## src/rtl/pool_pkg.sv

```systemverilog
`default_nettype none
// ============================================================================
//  Module      : pool_pkg
//  Description : Shared types and constants for the 1x2 max-unpool decoder
//                stage (FSM states, mode/index encodings, word widths).
//  Revision    : 1.0 - initial release
// ============================================================================
package pool_pkg;

    // Frame controller states
    typedef enum logic [1:0] {
        IDLE  = 2'd0,
        RUN   = 2'd1,
        FLUSH = 2'd2,
        DONE  = 2'd3
    } state_t;

    // Non-max slot handling
    localparam logic MODE_ZERO = 1'b0;
    localparam logic MODE_DUP  = 1'b1;

    // Argmax slot within the pair word
    localparam logic IDX_LO = 1'b0;
    localparam logic IDX_HI = 1'b1;

    localparam int PAIR_W = 32;
    localparam int ELEM_W = 16;

endpackage : pool_pkg
`default_nettype wire

```

## src/rtl/unpool_pair_format.sv

```systemverilog
`default_nettype none
// ============================================================================
//  Module      : unpool_pair_format
//  Description : Maps a pooled maximum, its argmax slot and the fill mode to
//                the reconstructed 32-bit pair word.
//  Revision    : 1.0 - initial release
// ============================================================================
module unpool_pair_format
    import pool_pkg::*;
(
    input  logic              i_mode,
    input  logic              i_idx,
    input  logic [ELEM_W-1:0] i_data,
    output logic [PAIR_W-1:0] o_word
);

    // Place the value in its original slot; the other slot is a copy or zero
    always_comb begin
        o_word = '0;
        if (i_mode == MODE_DUP) begin
            o_word = {i_data, i_data};
        end else if (i_idx == IDX_HI) begin
            o_word = {i_data, {ELEM_W{1'b0}}};
        end else if (i_idx == IDX_LO) begin
            o_word = {{ELEM_W{1'b0}}, i_data};
        end
    end

endmodule : unpool_pair_format
`default_nettype wire

```

## src/rtl/max_unpool_pair.sv

```systemverilog
`default_nettype none
// ============================================================================
//  Module      : max_unpool_pair
//  Description : Decoder-side 1x2 max-unpool. Consumes one frame of pooled
//                16-bit maxima with argmax bits per start pulse and writes one
//                32-bit pair word per element into the output BRAM.
//  Revision    : 1.0 - initial release
// ============================================================================
module max_unpool_pair
    import pool_pkg::*;
#(
    parameter int NUM_ELEMS  = 1024,
    parameter int ADDR_WIDTH = 10
)(
    input  logic                  clk,
    input  logic                  rst,
    input  logic                  start,
    input  logic                  mode,
    input  logic                  in_valid,
    input  logic [ELEM_W-1:0]     in_data,
    input  logic                  in_idx,
    output logic                  in_ready,
    output logic [PAIR_W-1:0]     Output_write_data,
    output logic [3:0]            Output_BRAM_we,
    output logic [ADDR_WIDTH-1:0] Output_BRAM_addr,
    output logic                  busy,
    output logic                  done
);

    // One extra bit so the count can reach NUM_ELEMS itself
    localparam int CNT_W = $clog2(NUM_ELEMS + 1);
    localparam logic [CNT_W-1:0] c_last = CNT_W'(NUM_ELEMS);
    localparam logic [CNT_W-1:0] c_one  = CNT_W'(1);

    state_t                r_state_q, w_state_d;
    logic [CNT_W-1:0]      r_count_q, w_count_d;
    logic                  r_mode_q,  w_mode_d;
    logic [PAIR_W-1:0]     r_wdata_q, w_wdata_d;
    logic [3:0]            r_we_q,    w_we_d;
    logic [ADDR_WIDTH-1:0] r_addr_q,  w_addr_d;

    logic [PAIR_W-1:0]     w_word;
    logic [ADDR_WIDTH-1:0] w_count_addr;
    logic [CNT_W-1:0]      w_count_inc;
    logic                  w_ready;
    logic                  w_busy;
    logic                  w_done;

    unpool_pair_format u_format (
        .i_mode (r_mode_q),
        .i_idx  (in_idx),
        .i_data (in_data),
        .o_word (w_word)
    );

    // Element count never exceeds NUM_ELEMS-1 when used as an address, so
    // resizing to the BRAM address width is lossless.
    generate
        if (CNT_W > ADDR_WIDTH) begin : g_addr_trunc
            assign w_count_addr = r_count_q[ADDR_WIDTH-1:0];
        end else if (CNT_W == ADDR_WIDTH) begin : g_addr_same
            assign w_count_addr = r_count_q;
        end else begin : g_addr_ext
            assign w_count_addr = {{(ADDR_WIDTH-CNT_W){1'b0}}, r_count_q};
        end
    endgenerate

    assign w_count_inc = r_count_q + c_one;

    // Next-state, accept handling and write-port formation
    always_comb begin
        w_state_d = r_state_q;
        w_count_d = r_count_q;
        w_mode_d  = r_mode_q;
        w_wdata_d = r_wdata_q;
        w_addr_d  = r_addr_q;
        w_we_d    = 4'h0;
        w_ready   = 1'b0;
        w_busy    = 1'b0;
        w_done    = 1'b0;
        case (r_state_q)
            IDLE: begin
                if (start) begin
                    w_mode_d  = mode;
                    w_count_d = '0;
                    w_state_d = RUN;
                end
            end
            RUN: begin
                w_ready = 1'b1;
                w_busy  = 1'b1;
                if (in_valid) begin
                    w_we_d    = 4'hF;
                    w_wdata_d = w_word;
                    w_addr_d  = w_count_addr;
                    w_count_d = w_count_inc;
                    if (w_count_inc == c_last) begin
                        w_state_d = FLUSH;
                    end
                end
            end
            FLUSH: begin
                w_busy    = 1'b1;
                w_state_d = DONE;
            end
            DONE: begin
                w_done    = 1'b1;
                w_state_d = IDLE;
            end
            default: begin
                w_state_d = IDLE;
            end
        endcase
    end

    // State, counter and BRAM write-port registers
    always_ff @(posedge clk) begin
        if (rst) begin
            r_state_q <= IDLE;
            r_count_q <= '0;
            r_mode_q  <= MODE_ZERO;
            r_wdata_q <= '0;
            r_we_q    <= 4'h0;
            r_addr_q  <= '0;
        end else begin
            r_state_q <= w_state_d;
            r_count_q <= w_count_d;
            r_mode_q  <= w_mode_d;
            r_wdata_q <= w_wdata_d;
            r_we_q    <= w_we_d;
            r_addr_q  <= w_addr_d;
        end
    end

    assign in_ready          = w_ready;
    assign busy              = w_busy;
    assign done              = w_done;
    assign Output_write_data = r_wdata_q;
    assign Output_BRAM_we    = r_we_q;
    assign Output_BRAM_addr  = r_addr_q;

endmodule : max_unpool_pair
`default_nettype wire
```

## config.mk

```make
export PLATFORM = sky130hd
export DESIGN_NAME = max_unpool_pair
export DESIGN_NICKNAME = d
export VERILOG_FILES = /design/src/rtl/pool_pkg.sv /design/src/rtl/unpool_pair_format.sv /design/src/rtl/max_unpool_pair.sv
export SDC_FILE = /design/constraint.sdc
export NUM_CORES = 1
export LEC_CHECK = 0
export CORE_MARGIN = 2
export CORE_UTILIZATION = 46
export DETAILED_ROUTE_END_ITERATION = 10
export PLACE_DENSITY = 0.79
export SLEW_MARGIN = 20
export SYNTH_ARGS = -nofsm -noshare
export SYNTH_HDL_FRONTEND = slang
export SYNTH_SLANG_ARGS = --single-unit
```

## constraint.sdc

```tcl
create_clock -name clk -period 2.2 [get_ports clk]
set_input_delay 0.44 -clock clk [delete_from_list [all_inputs] [get_ports clk]]
set_output_delay 0.44 -clock clk [all_outputs]
set_load 0.005 [all_outputs]
```

## Yosys cells after proc, flatten, opt, wreduce, memory -nomap -nowiden

Index checks and enable logic that the tools add are counted.

- Word-level logic and storage cells: 36
- Bits in registers: 60
- Input port bits: 22

- Equal/unequal tests: 7
- $add $sub $neg: 1
- Reduce and logical (&&, ||, !) cells: 8
- Mux-type cells: 13
- Bitwise logic cells: 1

Operators by type and width:

| operator | number |
|---|---|
| $mux 32 | 2 |
| $mux 11 | 2 |
| $pmux 11 s2 | 1 |
| $add 11x1->11 const B | 1 |
| $eq 11x11->1 const B | 1 |
| $pmux 2 s4 | 1 |
| $mux 2 | 3 |
| $ne 2x2->1 const B | 3 |
| $reduce_and 3->1 | 2 |
| $eq 2x2->1 const B | 2 |
| $mux 4 | 1 |
| $reduce_and 2->1 | 2 |
| $reduce_or 2->1 | 2 |
| $mux 1 | 3 |
| $eq 2x1->1 const B | 1 |
| $logic_not 2->1 | 1 |
| $reduce_bool 2->1 | 1 |
| $not 1->1 | 1 |

## Logic depth before layout (Yosys ltp)

- Depth after elaboration: 5
- Mapped depth: 7
- Mapped depth without buffers: 7

## Modules after synthesis

Synthesis repeated with hierarchy kept, for this count alone.

- Cell total of the unflattened synthesis: 340
- Area, all modules: 2681.3 um2

By module, submodules not included:

| module | sequential area each (um2) | area an instance (um2) | times used | cells each |
|---|---|---|---|---|
| max_unpool_pair | 1141.1 | 2423.6 | 1 | 304 |
| unpool_pair_format | 0.0 | 257.7 | 1 | 36 |

## Worst setup path before layout

OpenSTA, ideal clock, no wires.

- Path type: register to register
- Start point: reg r_state_q[1]
- End point: reg r_count_q[6]
- Data required time: 2.130 ns
- Arrival: 1.550 ns
- Buffers on the path: 0
- Cell stages (with the launch flop): 7
- Library setup time: 0.070 ns
- Clock period less this slack: 1.621 ns
- Path slack: 0.579 ns
- Cells stage by stage: dfxtp_1 inv_1 ha_1 and2_4 nand2_4 or4_1 a21oi_1

- Cells in the longest elaborated chain, start to end: 3
- Elaborated cells on any way between the ends: 7

RTL lines:

| item | RTL line | text |
|---|---|---|
| from (decl) | max_unpool_pair.sv:35 | `state_t r_state_q, w_state_d;` |
| from (signal assigned) | max_unpool_pair.sv:126 | `r_state_q <= w_state_d;` |
| $eq 2x1->1 / $logic_not 2->1 (equally long branches) | max_unpool_pair.sv:81 | `case (r_state_q)` |
| $ne 2x2->1 (no line) / $reduce_bool 2->1 (equally long branches) | -- |  |
| $reduce_and 3->1 (no line) | -- |  |
| to (signal assigned) | max_unpool_pair.sv:127 | `r_count_q <= w_count_d;` |
| to (decl) | max_unpool_pair.sv:36 | `logic [CNT_W-1:0] r_count_q, w_count_d;` |

Several ways; a longest one is shown, not always the timed one.
A chain may end at the register's enable or synchronous reset.

## Worst setup path after layout

- Start point: reg r_state_q[1]
- End point: out in_ready

- Cells in the longest elaborated chain, start to end: 2

RTL lines:

| item | RTL line | text |
|---|---|---|
| $eq 2x1->1 | max_unpool_pair.sv:81 |  |
| $mux 1 | max_unpool_pair.sv:81 |  |
| to (decl) | max_unpool_pair.sv:22 | `output logic in_ready,` |

No other way between the ends.

==> results_dict.tcl <==
set metrics [dict create \
    cts_tree "done" \
    cts_max_path_buffers 2 \
    crit_fanout 6 \
    hp-class "reg -> reg" \
    core_area_um2 5040 \
    end_kind "primary output" \
    cts_resized 0 \
    p_leak_nw 1.16 \
    tns_ns 0 \
    die_h_um 75.6 \
    critPathSlowestCell "clkdlybuf4s50_1" \
    clock_skew_ns 0.00604 \
    combPwrFrac 0.269 \
    worstPathRequired_ns 1.76 \
    status "complete, no violations" \
    diodes 0 \
    grt_use_total 0.210 \
    seqPwrFrac 0.392 \
    syn2layout_area_growth_pct 40.9 \
    final_nets 363 \
    gp_congestion 0.867 \
    yosysTopAreaCell "dfxtp_1" \
    wl_mm 5.68 \
    drive_gt1_frac 0.112 \
    port_buffers 70 \
    startpoint_type "flop" \
    clock-sinks 57 \
    antenna_found_initial 0 \
    drv_cap 0 \
    cts.clk_slew.worst_paths_ns 0.06 \
    relSlewSlack 0.623 \
    power.density_nw_per_um2 874 \
    synth_top_cell_area_share 0.484 \
    clockPowerShare 0.339 \
    worstPathCellList "inv_1 -> ha_1 -> clkdlybuf4s50_1" \
    route.detailed.drc 0 \
    intPower_mw 2.00 \
    ys_seq_area_frac 0.484 \
    ys_warn_count 0 \
    firstDrtPassIters 4 \
    rows 26 \
    stdcell_count 410 \
    vias_per_cell 5.33 \
    synth_area_um2 2360 \
    setup-violations-final 0 \
    rsz0062_at_grt "false" \
    grt-ovfl-total 0 \
    hold_ws_ns 0.455 \
    clock_latency_ns 0.32 \
    start_util 0.468 \
    die_x_um 75.6 \
    cts_setup_buffers 0 \
    grt_max_degree 34 \
    ios 71 \
    fmax_mhz 486 \
    min_period_ns 2.06 \
    slowest_delay_ns 0.55 \
    slew_violations 0 \
    period_share 0.936 \
    critPathArrivalTime_ns 1.62 \
    switching_power_mw 0.902 \
    grt_pass1_wl_mm 9.13 \
    dieArea_um2 5720 \
    wl_per_cell_um 13.9 \
    ctsHoldBuffers 0 \
    vias 2184 \
    numCtsBuffers 9 \
    finalHoldViolations 0 \
    synth-seq-cells 57 \
    cts_root_buffer "clkbuf_8" \
    drt_iter0_drc 149 \
    dp_hpwl_mm 3.97 \
    criticalPathCategory "reg -> out" \
    synth_nets 292 \
    worst_pin_slew_ns 0.565 \
    synth.area.top_cells "dfxtp_1 (48%), a22oi_1 (11%), nor2_1 (7.6%)" \
    ir_worst_vdd_mv 0.617 \
    grt_pass1_vias 1984 \
    syn_area_per_cell_um2 8.93 \
    synthDistinctLibCells 40 \
    numPlacedInstances 394 \
    htree_num_levels 3 \
    sw_frac_of_total 0.311 \
    syn_inst 264 \
    ant_nets 0 \
]
==> cell families after synthesis <==
group / count (synthesis) / share of synthesized area
buf+inv: 24 / 0.0446
compound gates: 78 / 0.229
simple gates: 98 / 0.206
fa+ha+maj: 6 / 0.0318
flops: 57 / 0.484
mux: 1 / 0.00424
==> worst max-delay path: cells and delay by family (launching register included) <==
family     cells  cell delay [ns]
buf+inv        2             0.67
fa+ha+maj      1             0.30
flops          1             0.33
==> final cells by class <==
| class | instances | area, µm² |
|---|---|---|
| clock buffer | 10 | 138 |
| clock inverter | 6 | 66.3 |
| fill | 423 | 1720 |
| inverter | 6 | 22.5 |
| multi-input combinational | 183 | 1110 |
| sequential | 57 | 1140 |
| tap | 70 | 87.6 |
| timing repair buffer | 78 | 756 |
==> through the flow <==
step / util / setup slack [ns] / power (mW) / cell area (µm²)
4_1_cts: 0.659 / 0.129 / 2.92 / 3320
3_5_place_dp: 0.619 / 0.133 / 1.94 / 3120
3_3_place_gp: 0.619 / 0.183 / 1.92 / 3120
2_1_floorplan: - / 0.579 / 1.62 / 2360
6_report: 0.659 / 0.140 / 2.90 / 3320
5_1_grt: 0.659 / 0.0540 / 3.07 / 3320
==> registers in the layout, indices dropped and copies added, names as in the netlist <==
register,cells
Output_BRAM_addr,10
Output_BRAM_we,1
Output_write_data,32
r_count_q,11
r_mode_q,1
r_state_q,2
==> synth_stat cells (all sizes together) <==
cell type	n
nor2	51
nand2	29
o21ai	9
buf	7
a2bb2oi	1
ha	6
a21oi	18
nand2b	3
mux2i	1
clkbuf	11
a311oi	6
a31o	1
inv	6
nor3	1
dfxtp	57
a41oi	2
or4	1
a31oi	2
nand4	1
nand3	3
o41ai	2
nor3b	2
and2	2
nor2b	2
and3	1
a22oi	34
nor4b	1
nand4b	1
o21a	3
==> per-layer routing <==
metal | share of wire | vias up | GRT usage
li1 | - | 1079 | -
met1 | 0.45 | 1037 | 0.264
met2 | 0.47 | 63 | 0.329
met3 | 0.071 | 5 | 0.0728
met4 | 0.0088 | 0 | 0.0858
met5 | 0 | - | 0
==> power by group through the flow <==
stage                     Clock, mW  Combinational (mW)  Sequential [mW]
after floorplan                   0               0.465             1.16
after global placement            0               0.764             1.16
after detailed placement          0               0.783             1.16
after CTS                     0.997               0.788             1.14
after global routing           1.05               0.877             1.14
final                         0.983               0.781             1.14
==> worst paths after layout <==
path                       start             endpoint  slack, ns  depth (start not counted)
min reg2reg  Output_BRAM_addr[7]  Output_BRAM_addr[7]       0.46                          2
max reg2reg         r_state_q[1]         r_count_q[6]       0.32                          6
max                 r_state_q[1]             in_ready       0.14                          3
min          Output_BRAM_addr[7]  Output_BRAM_addr[7]       0.46                          2
==> layout by cell type (no fill, tap or decap), types with 4 or more instances in the layout <==
| cell type | count |
|---|---|
| ha_1 | 6 |
| nor2_1 | 48 |
| clkbuf_8 | 10 |
| inv_1 | 6 |
| o21ai_0 | 4 |
| nand2_1 | 27 |
| buf_4 | 8 |
| a22oi_1 | 34 |
| clkdlybuf4s50_1 | 69 |
| o21ai_1 | 5 |
| a311oi_1 | 5 |
| a21oi_1 | 17 |
| dfxtp_1 | 57 |
(Power assumes the default switching activity.)
